<file path="src/rtl/adc_frame_averager.sv">
// adc_frame_averager: averages 2^k raw ADC samples and frames them as header/data/trailer
// words for the SRAM data FIFO. Define ADC_FRAME_CHECKSUM_EN to add a per-frame checksum word.
module adc_frame_averager #(
  parameter int          ADC_WIDTH   = 12,
  parameter int          FRAME_LEN   = 256,
  parameter logic [15:0] HEADER_WORD = 16'hEB90
) (
  input  logic                 clk,
  input  logic                 reset_n,
  input  logic                 iRunStart,
  input  logic [1:0]           set_average_points,
  input  logic [ADC_WIDTH-1:0] sample_in,
  input  logic                 sample_valid,
  input  logic                 fifo_full,
  output logic [15:0]          Dataout,
  output logic                 Dataout_en,
  output logic                 overflow,
  output logic [15:0]          drop_count
);

  // state    | meaning
  // IDLE     | waiting for a rising edge of iRunStart
  // HEADER   | emit HEADER_WORD
  // DATA     | accumulate samples, emit one averaged word per 2^k samples
  // CHECKSUM | emit sum of the frame's data words (checksum build only)
  // TRAILER  | emit {truncated, frame_cnt}
`ifdef ADC_FRAME_CHECKSUM_EN
  typedef enum logic [2:0] {IDLE, HEADER, DATA, CHECKSUM, TRAILER} state_t;
`else
  typedef enum logic [1:0] {IDLE, HEADER, DATA, TRAILER} state_t;
`endif

  localparam logic [14:0] LAST_WORD = 15'(FRAME_LEN - 1);

  state_t      state_q, state_d;
  logic        run_q;
  logic        run_rise;
  logic [1:0]  k_q;
  logic [15:0] acc_q, acc_d, acc_upd, acc_sum;
  logic [3:0]  cnt_q, cnt_d, cnt_upd, n_target;
  logic [14:0] word_cnt_q, word_cnt_d;
  logic [14:0] frame_cnt_q, frame_cnt_d;
  logic        trunc_q, trunc_d;
  logic        accept;
  logic        start;
  logic        word_due;
  logic [15:0] word;
  logic [15:0] avg_word;
  logic [15:0] sample_ext;
`ifdef ADC_FRAME_CHECKSUM_EN
  logic [15:0] csum_q, csum_d;
`endif

  assign run_rise   = iRunStart & ~run_q;
  assign sample_ext = {{(16-ADC_WIDTH){1'b0}}, sample_in};
  assign accept     = sample_valid && iRunStart && (state_q != IDLE);
  assign acc_sum    = acc_q + sample_ext;
  assign acc_upd    = accept ? acc_sum : acc_q;
  assign cnt_upd    = accept ? cnt_q + 4'd1 : cnt_q;
  assign n_target   = 4'd1 << k_q;
  assign avg_word   = acc_upd >> k_q;

  // A block completed in HEADER/TRAILER stays pending until the DATA cycle that follows.
  always_comb begin
    state_d     = state_q;
    word_due    = 1'b0;
    word        = 16'h0000;
    start       = 1'b0;
    acc_d       = acc_upd;
    cnt_d       = cnt_upd;
    word_cnt_d  = word_cnt_q;
    frame_cnt_d = frame_cnt_q;
    trunc_d     = trunc_q;
`ifdef ADC_FRAME_CHECKSUM_EN
    csum_d      = csum_q;
`endif
    unique case (state_q)
      IDLE: begin
        if (run_rise) begin
          start       = 1'b1;
          state_d     = HEADER;
          acc_d       = 16'h0000;
          cnt_d       = 4'd0;
          word_cnt_d  = 15'd0;
          frame_cnt_d = 15'd0;
          trunc_d     = 1'b0;
        end
      end
      HEADER: begin
        word_due   = 1'b1;
        word       = HEADER_WORD;
        word_cnt_d = 15'd0;
`ifdef ADC_FRAME_CHECKSUM_EN
        csum_d     = 16'h0000;
`endif
        if (iRunStart) begin
          state_d = DATA;
        end else begin
          acc_d   = 16'h0000;
          cnt_d   = 4'd0;
          trunc_d = 1'b1;
`ifdef ADC_FRAME_CHECKSUM_EN
          state_d = CHECKSUM;
`else
          state_d = TRAILER;
`endif
        end
      end
      DATA: begin
        if (!iRunStart) begin
          acc_d   = 16'h0000;
          cnt_d   = 4'd0;
          trunc_d = 1'b1;
`ifdef ADC_FRAME_CHECKSUM_EN
          state_d = CHECKSUM;
`else
          word_due    = 1'b1;
          word        = {1'b1, frame_cnt_q};
          frame_cnt_d = frame_cnt_q + 15'd1;
          state_d     = IDLE;
`endif
        end else if (cnt_upd == n_target) begin
          word_due = 1'b1;
          word     = avg_word;
          acc_d    = 16'h0000;
          cnt_d    = 4'd0;
`ifdef ADC_FRAME_CHECKSUM_EN
          csum_d   = csum_q + avg_word;
`endif
          if (word_cnt_q == LAST_WORD) begin
            word_cnt_d = 15'd0;
`ifdef ADC_FRAME_CHECKSUM_EN
            state_d    = CHECKSUM;
`else
            state_d    = TRAILER;
`endif
          end else begin
            word_cnt_d = word_cnt_q + 15'd1;
          end
        end
      end
`ifdef ADC_FRAME_CHECKSUM_EN
      CHECKSUM: begin
        word_due = 1'b1;
        word     = csum_q;
        state_d  = TRAILER;
      end
`endif
      TRAILER: begin
        word_due    = 1'b1;
        word        = {trunc_q, frame_cnt_q};
        frame_cnt_d = frame_cnt_q + 15'd1;
        trunc_d     = 1'b0;
        if (iRunStart && !trunc_q) begin
          state_d = HEADER;
        end else begin
          state_d = IDLE;
        end
      end
      default: state_d = IDLE;
    endcase
  end

  always_ff @(posedge clk or negedge reset_n) begin
    if (!reset_n) begin
      state_q     <= IDLE;
      run_q       <= 1'b0;
      k_q         <= 2'd0;
      acc_q       <= 16'h0000;
      cnt_q       <= 4'd0;
      word_cnt_q  <= 15'd0;
      frame_cnt_q <= 15'd0;
      trunc_q     <= 1'b0;
`ifdef ADC_FRAME_CHECKSUM_EN
      csum_q      <= 16'h0000;
`endif
      Dataout     <= 16'h0000;
      Dataout_en  <= 1'b0;
      overflow    <= 1'b0;
      drop_count  <= 16'h0000;
    end else begin
      state_q     <= state_d;
      run_q       <= iRunStart;
      acc_q       <= acc_d;
      cnt_q       <= cnt_d;
      word_cnt_q  <= word_cnt_d;
      frame_cnt_q <= frame_cnt_d;
      trunc_q     <= trunc_d;
`ifdef ADC_FRAME_CHECKSUM_EN
      csum_q      <= csum_d;
`endif
      if (start) begin
        k_q <= set_average_points;
      end
      Dataout_en <= word_due && !fifo_full;
      if (word_due && !fifo_full) begin
        Dataout <= word;
      end
      // Dropped words still advance the FSM so downstream frame length stays fixed.
      if (start) begin
        overflow   <= 1'b0;
        drop_count <= 16'h0000;
      end else if (word_due && fifo_full) begin
        overflow <= 1'b1;
        if (drop_count != 16'hFFFF) begin
          drop_count <= drop_count + 16'd1;
        end
      end
    end
  end

endmodule

</file>
<file path="config.mk">
export PLATFORM = sky130hd
export DESIGN_NAME = adc_frame_averager
export DESIGN_NICKNAME = d
export VERILOG_FILES = /design/src/rtl/adc_frame_averager.sv
export SDC_FILE = /design/constraint.sdc
export NUM_CORES = 1
export LEC_CHECK = 0
export ABC_CLOCK_PERIOD_IN_PS = 7800
export BUFFER_PORTS_ARGS = -buffer_cell sky130_fd_sc_hd__buf_2
export CORE_UTILIZATION = 45
export DETAILED_ROUTE_END_ITERATION = 6
export GPL_ROUTABILITY_DRIVEN = 0
export SYNTH_ARGS = -nofsm -noshare
export SYNTH_HDL_FRONTEND = slang
export SYNTH_SLANG_ARGS = --single-unit
</file>
<file path="constraint.sdc">
create_clock -name clk -period 7.8 [get_ports clk]
set_input_delay 0 -clock clk [delete_from_list [all_inputs] [get_ports clk]]
set_output_delay 0 -clock clk [all_outputs]
set_load 0.02 [all_outputs]
</file>
# Word level (Yosys, flattened, before mapping)
# Index checks and enable logic that the tools add are counted.
# Widths: inputs -> output; s select.
# totals
reg_bits	90
latch_bits	0
ram_bits	0
romBits	0
input_bits	19
output_inout_bits	34
word_cells	96
memories	0
# classes
addsub	5
n_mul	0
div_mod_pow	0
order_cmp	0
eq_ne	13
n_shift	2
n_mux	42
n_bitwise	2
reduce_logical	20
# ops
cell	n
$mux 16	10
$pmux 16 s3	2
$pmux 15 s3	2
$mux 15	5
$add 15x1->15 const B	2
$mux 4	5
$add 16x1->16 const B	1
$add 16x12->16	1
$ne 16x16->1 const B	1
$shr 16x2->16	1
$eq 15x8->1 const B	1
$pmux 4 s3	1
$mux 1	10
$ne 2x2->1 const B	5
$mux 2	4
$pmux 2 s4	1
$ne 3x3->1 const B	2
$reduce_and 3->1	2
$reduce_bool 2->1	3
$reduce_bool 3->1	2
$logic_and 1x1->1	5
$add 4x1->4 const B	1
$eq 2x2->1 const B	2
$eq 4x4->1	1
11 further kinds	14

# Logic depth before layout (Yosys ltp)
# logic_depth
depth_word	10
mapped_depth	14
mapped_depth_nobuf	11

# Worst setup path before layout
# OpenSTA, ideal clock, no wires.
# synth_timing
path_kind	flip-flop to flip-flop
start	register state_q[1]
end	register Dataout[11]
setup_ns	0.130
arrival_ns	3.038
t_required_ns	7.670
path_slack_ns	4.632
stages_incl_launch_ff	14
path_buffers	2
synth_period_minus_slack_ns	3.168
cell_sequence	dfrtp_1 > clkbuf_1 > inv_1 > ha_1 > nand3b_2 > o21a_1 > nor4b_1 > a221o_1 > a311oi_2 > or3_1 > buf_6 > inv_6 > mux2i_1 > o41ai_2
# synth_between
elab_chain_len	8
elab_cells_between_ends	17
classes_between	4 x eq/ne; 1 x shift; 8 x mux; 4 x reduce/logical
# synth_lines
element	line_no	text
start, declared	35	state_t state_q, state_d;
start signal, assigned	182	state_q <= state_d;
$reduce_bool 2->1	56	assign accept = sample_valid && iRunStart && (state_q != IDLE);
$logic_and 1x1->1	56	
$mux 4	59	assign cnt_upd = accept ? cnt_q + 4'd1 : cnt_q;
$eq 4x4->1	122	end else if (cnt_upd == n_target) begin
$mux 1	122	
$mux 1	110	if (!iRunStart) begin
$pmux 1 s2	77	unique case (state_q)
$logic_and 1x1->1	196	if (word_due && !fifo_full) begin
end signal, assigned	197	Dataout <= word;
end, declared	15	output logic [15:0] Dataout,
# Parallel ways exist; a longest one is shown, timed or not.
# A chain may end at the register's enable or synchronous reset.

# Worst setup path after layout
# Ends and elaborated chain as after synthesis.

==> reports/results.tsv <==
stage	metric	value	unit
clock_tree	ctsResizeCount	0	
setup_path	ff2ff_path_depth	11	
routing	initialDrtViolationCount	408	
setup_path	setup.worst_path.start_class	flip-flop	
routing	viasPerCell	5.81	
timing	final_critical_delay_including_setup_and_external_delays	4.37	ns
yosys	synthFlopType	dfrtp_1	
setup_path	crit_required	8.01	ns
routing	first_pass_iters	6	
yosys	ys_warn_count	0	
layout	area.growth.synth_to_final	13.3	%
setup_path	critPathBufInv	2	
yosys	yosysSeqAreaShare	39.9	%
setup_path	critical_path.top_delay_family	simple AND/OR/NAND/NOR gates	
yosys	yosys_register_bits	90	
floorplanning	die_y	114	um
clock_tree	post_cts_hold_buffer_count	5	
clock_tree	clock_sinks	90	
floorplanning	die_area	13000	um2
yosys	synth.avg_cell_area	8.82	um2
job	timing.max_cap.violations	0	
grt	grtUsageTotal	23.8	%
clock_tree	clock_path_buffers	2	
routing	detail_route.wl_per_cell	17.2	um
yosys	post_synth_inst_count	640	
timing	setup-violations-final	0	
layout	antenna_cells_inserted	0	
yosys	syn_std_cell_area	5640	um2
yosys	synth_enable_flop_cells	0	
setup_path	timing.critical_path.cells	inv_1 -> ha_1 -> nand3b_2 -> o21a_1 -> nor4b_1 -> a221o_1 -> a311oi_2 -> or3_1 -> inv_6 -> mux2i_1 -> o41ai_2	
layout	most_frequent_standard_cell_in_the_layout_excluding_fill_and_tap_cells	dfrtp_1	
layout	final-instance-count-excl-fill	854	
floorplanning	floorplan.core_area	12100	um2
placement	io_buffers	52	
yosys	syn_nets	680	
timing	finalHoldViolCount	0	
routing	dr_total_vias	4959	
timing	setup_tns	0	ns
setup_path	rr_endpoint	Dataout[11]	
setup_path	slowest_stage	or3_1	
floorplanning	placement_rows	40	
timing	clock.fmax	0.229	GHz
setup_path	critPathCaptureType	flip-flop	
clock_tree	clk_pin_slew	0.07	ns
timing	worst_max_slew_pin_slew	0.941	ns
setup_path	r2r_start	state_q[1]	
timing	maxSlewViolCount	0	
setup_path	reg2reg_setup_slack	3.43	ns
layout	post_route_cells_drive_above_1_share	13.6	%
routing	final_antenna_net_count	0	
grt	grt_antenna_before_repair	0	
routing	drc	0	
yosys	post_synth_cell_types	72	
timing	period_share	56.0	%
timing	fin_skew	0.00764	ns
setup_path	worstSetupEndpoint	Dataout[11]	
layout	final_net_count	721	
setup_path	worst_ep_arrival_time	4.57	ns
clock_tree	worst_skew_pair.late_latency	0.35	ns
power	power_density	329	nW/um2
floorplanning	pin_count	53	
timing	max-slew-margin-rel	36.9	%
setup_path	timing.critical_path.slowest_cell_delay	0.68	ns
setup_path	critical_path.startpoint	state_q[1]	
setup_path	critical_path_class	flip-flop to flip-flop	
power	static_leakage	2.86	nW
routing	drt_wirelength	14700	um
clock_tree	cts_post_setup_buffers_inserted	0	
outcome	outcome	finished, final reports clean	
timing	grt_setup_unrepaired	false	
floorplanning	floorplan.initialDensity	46.6	%
yosys	postSynth.asyncResetShare	100	%
clock_tree	clock-root-buffer	clkbuf_16	
grt	grt_pass1_wl	24100	um
grt	grt_pass1_vias	4776	
setup_path	worst-path-max-fanout	26	
clock_tree	cts-buffers-inserted	9	
grt	grt_overflow_total	0	
setup_path	critical_path_cell_count	11	
grt	grt_max_degree	56	
min_path	min_from	sample_in[0]	
power	vdd.ir_drop.worst	0.166	mV
clock_tree	cts_tree	done	
placement	dpl.cell_count	833	
clock_tree	cts_max_level	3	
floorplanning	die_boundary_width	114	um
layout	num-fill-cells	1158	
placement	dpl.hpwl	10800	um
min_path	hp-class	input port to flip-flop	
layout	mostFrequentLayoutCells	dfrtp_1 (90), nand2_1 (73), nor2_1 (64), o21ai_0 (59), buf_2 (51)	
-- report_power, final --
part	internal [mW]	total, mW	switching (mW)	leakage [nW]
clock network	0.291	0.481	0.190	0.160
logic	0.350	0.953	0.603	1.49
registers	0.558	0.671	0.113	1.21
-- cells by family (layout without fill, tap and decap cells) --
logic type / after synthesis / after routing / share of synthesized area [%]
xor+xnor: 20 / 20 / 3.10
flops: 90 / 90 / 39.9
simple gates: 262 / 262 / 23.9
mux: 16 / 16 / 3.30
fa+ha+maj: 21 / 21 / 4.79
compound gates: 183 / 183 / 21.3
buf+inv: 48 / 94 / 3.70
-- worst min path at each step --
stage / end / slack [ns] / cells after the start
after floorplan: Dataout[0] / -0.30 / 0
after global placement: acc_q[10] / -0.01 / 1
after detailed placement: acc_q[10] / -0.005 / 1
after CTS: acc_q[0] / 0.13 / 4
after global routing: acc_q[0] / 0.15 / 4
final: acc_q[0] / 0.10 / 4
-- cell type report --
class                   count  area (um2)  share of cell area [%]
clock inverters             6        88.8                    1.39
multi-input cells         502        3190                    49.9
inverters                  17        68.8                    1.08
clock buffers              10         239                    3.74
well taps                 168         210                    3.29
repair buffers             61         343                    5.36
flip-flops and latches     90        2250                    35.2
-- tightest hold or removal path, stage by stage --
cell and delay [ns]:
buf_2 0.08, ha_1 0.13, mux2i_1 0.09, nor2_1 0.11
-- through the flow --
step                hold WS (ns)  instance area (um2)  total power [mW]  util [%]  setup WS (ns)
global route               0.155                 6400              2.25      52.8           3.02
global placement         -0.0125                 6020              1.61      49.7           3.69
floorplan                 -0.296                 5640              1.36         -           4.63
detailed placement      -0.00473                 6020              1.63      49.7           3.44
finish                     0.102                 6400              2.10      52.8           3.43
CTS                        0.129                 6400              2.12      52.8           3.44
-- registers in the layout (all words and copies together) (netlist names) --
name	flops
Dataout	16
run_q	1
drop_count	16
cnt_q	4
overflow	1
Dataout_en	1
trunc_q	1
word_cnt_q	15
state_q	2
frame_cnt_q	15
k_q	2
acc_q	16
-- metal layers --
layer  GRT usage (%)  routed length (um)  part of all wire [%]
met5               0                   0                     0
met4            5.37                 143                  0.97
met3            4.78                 657                   4.5
met2            39.3                6980                    48
met1            32.3                6910                    47
-- cell usage after synthesis (all sizes together) (3+ instances only) --
cell	n	area share (%)
buf	6	0.82
nor2b	7	0.78
and3	20	2.2
nor3	9	1.0
o31a	3	0.47
or3	16	1.8
a31oi	7	0.78
a221o	3	0.53
or2	3	0.33
nand2b	6	0.67
xor2	17	2.6
nand2	74	5.0
nand4	11	1.2
o21a	3	0.40
and2	11	1.2
a21o	7	0.93
o31ai	3	0.40
mux2i	13	2.3
a21oi	39	3.5
or4	3	0.40
clkbuf	25	1.7
dfrtp	90	40
nor2	65	4.5
and4	4	0.62
xnor2	3	0.47
a22o	7	1.1
ha	20	4.4
o21ai	60	5.3
inv	16	1.2
nand3b	3	0.69
nor4	6	0.78
a211oi	8	1.1
nand3	19	1.8
a221oi	3	0.47
o211ai	18	2.4
Power figures use the tool's default switching activity.
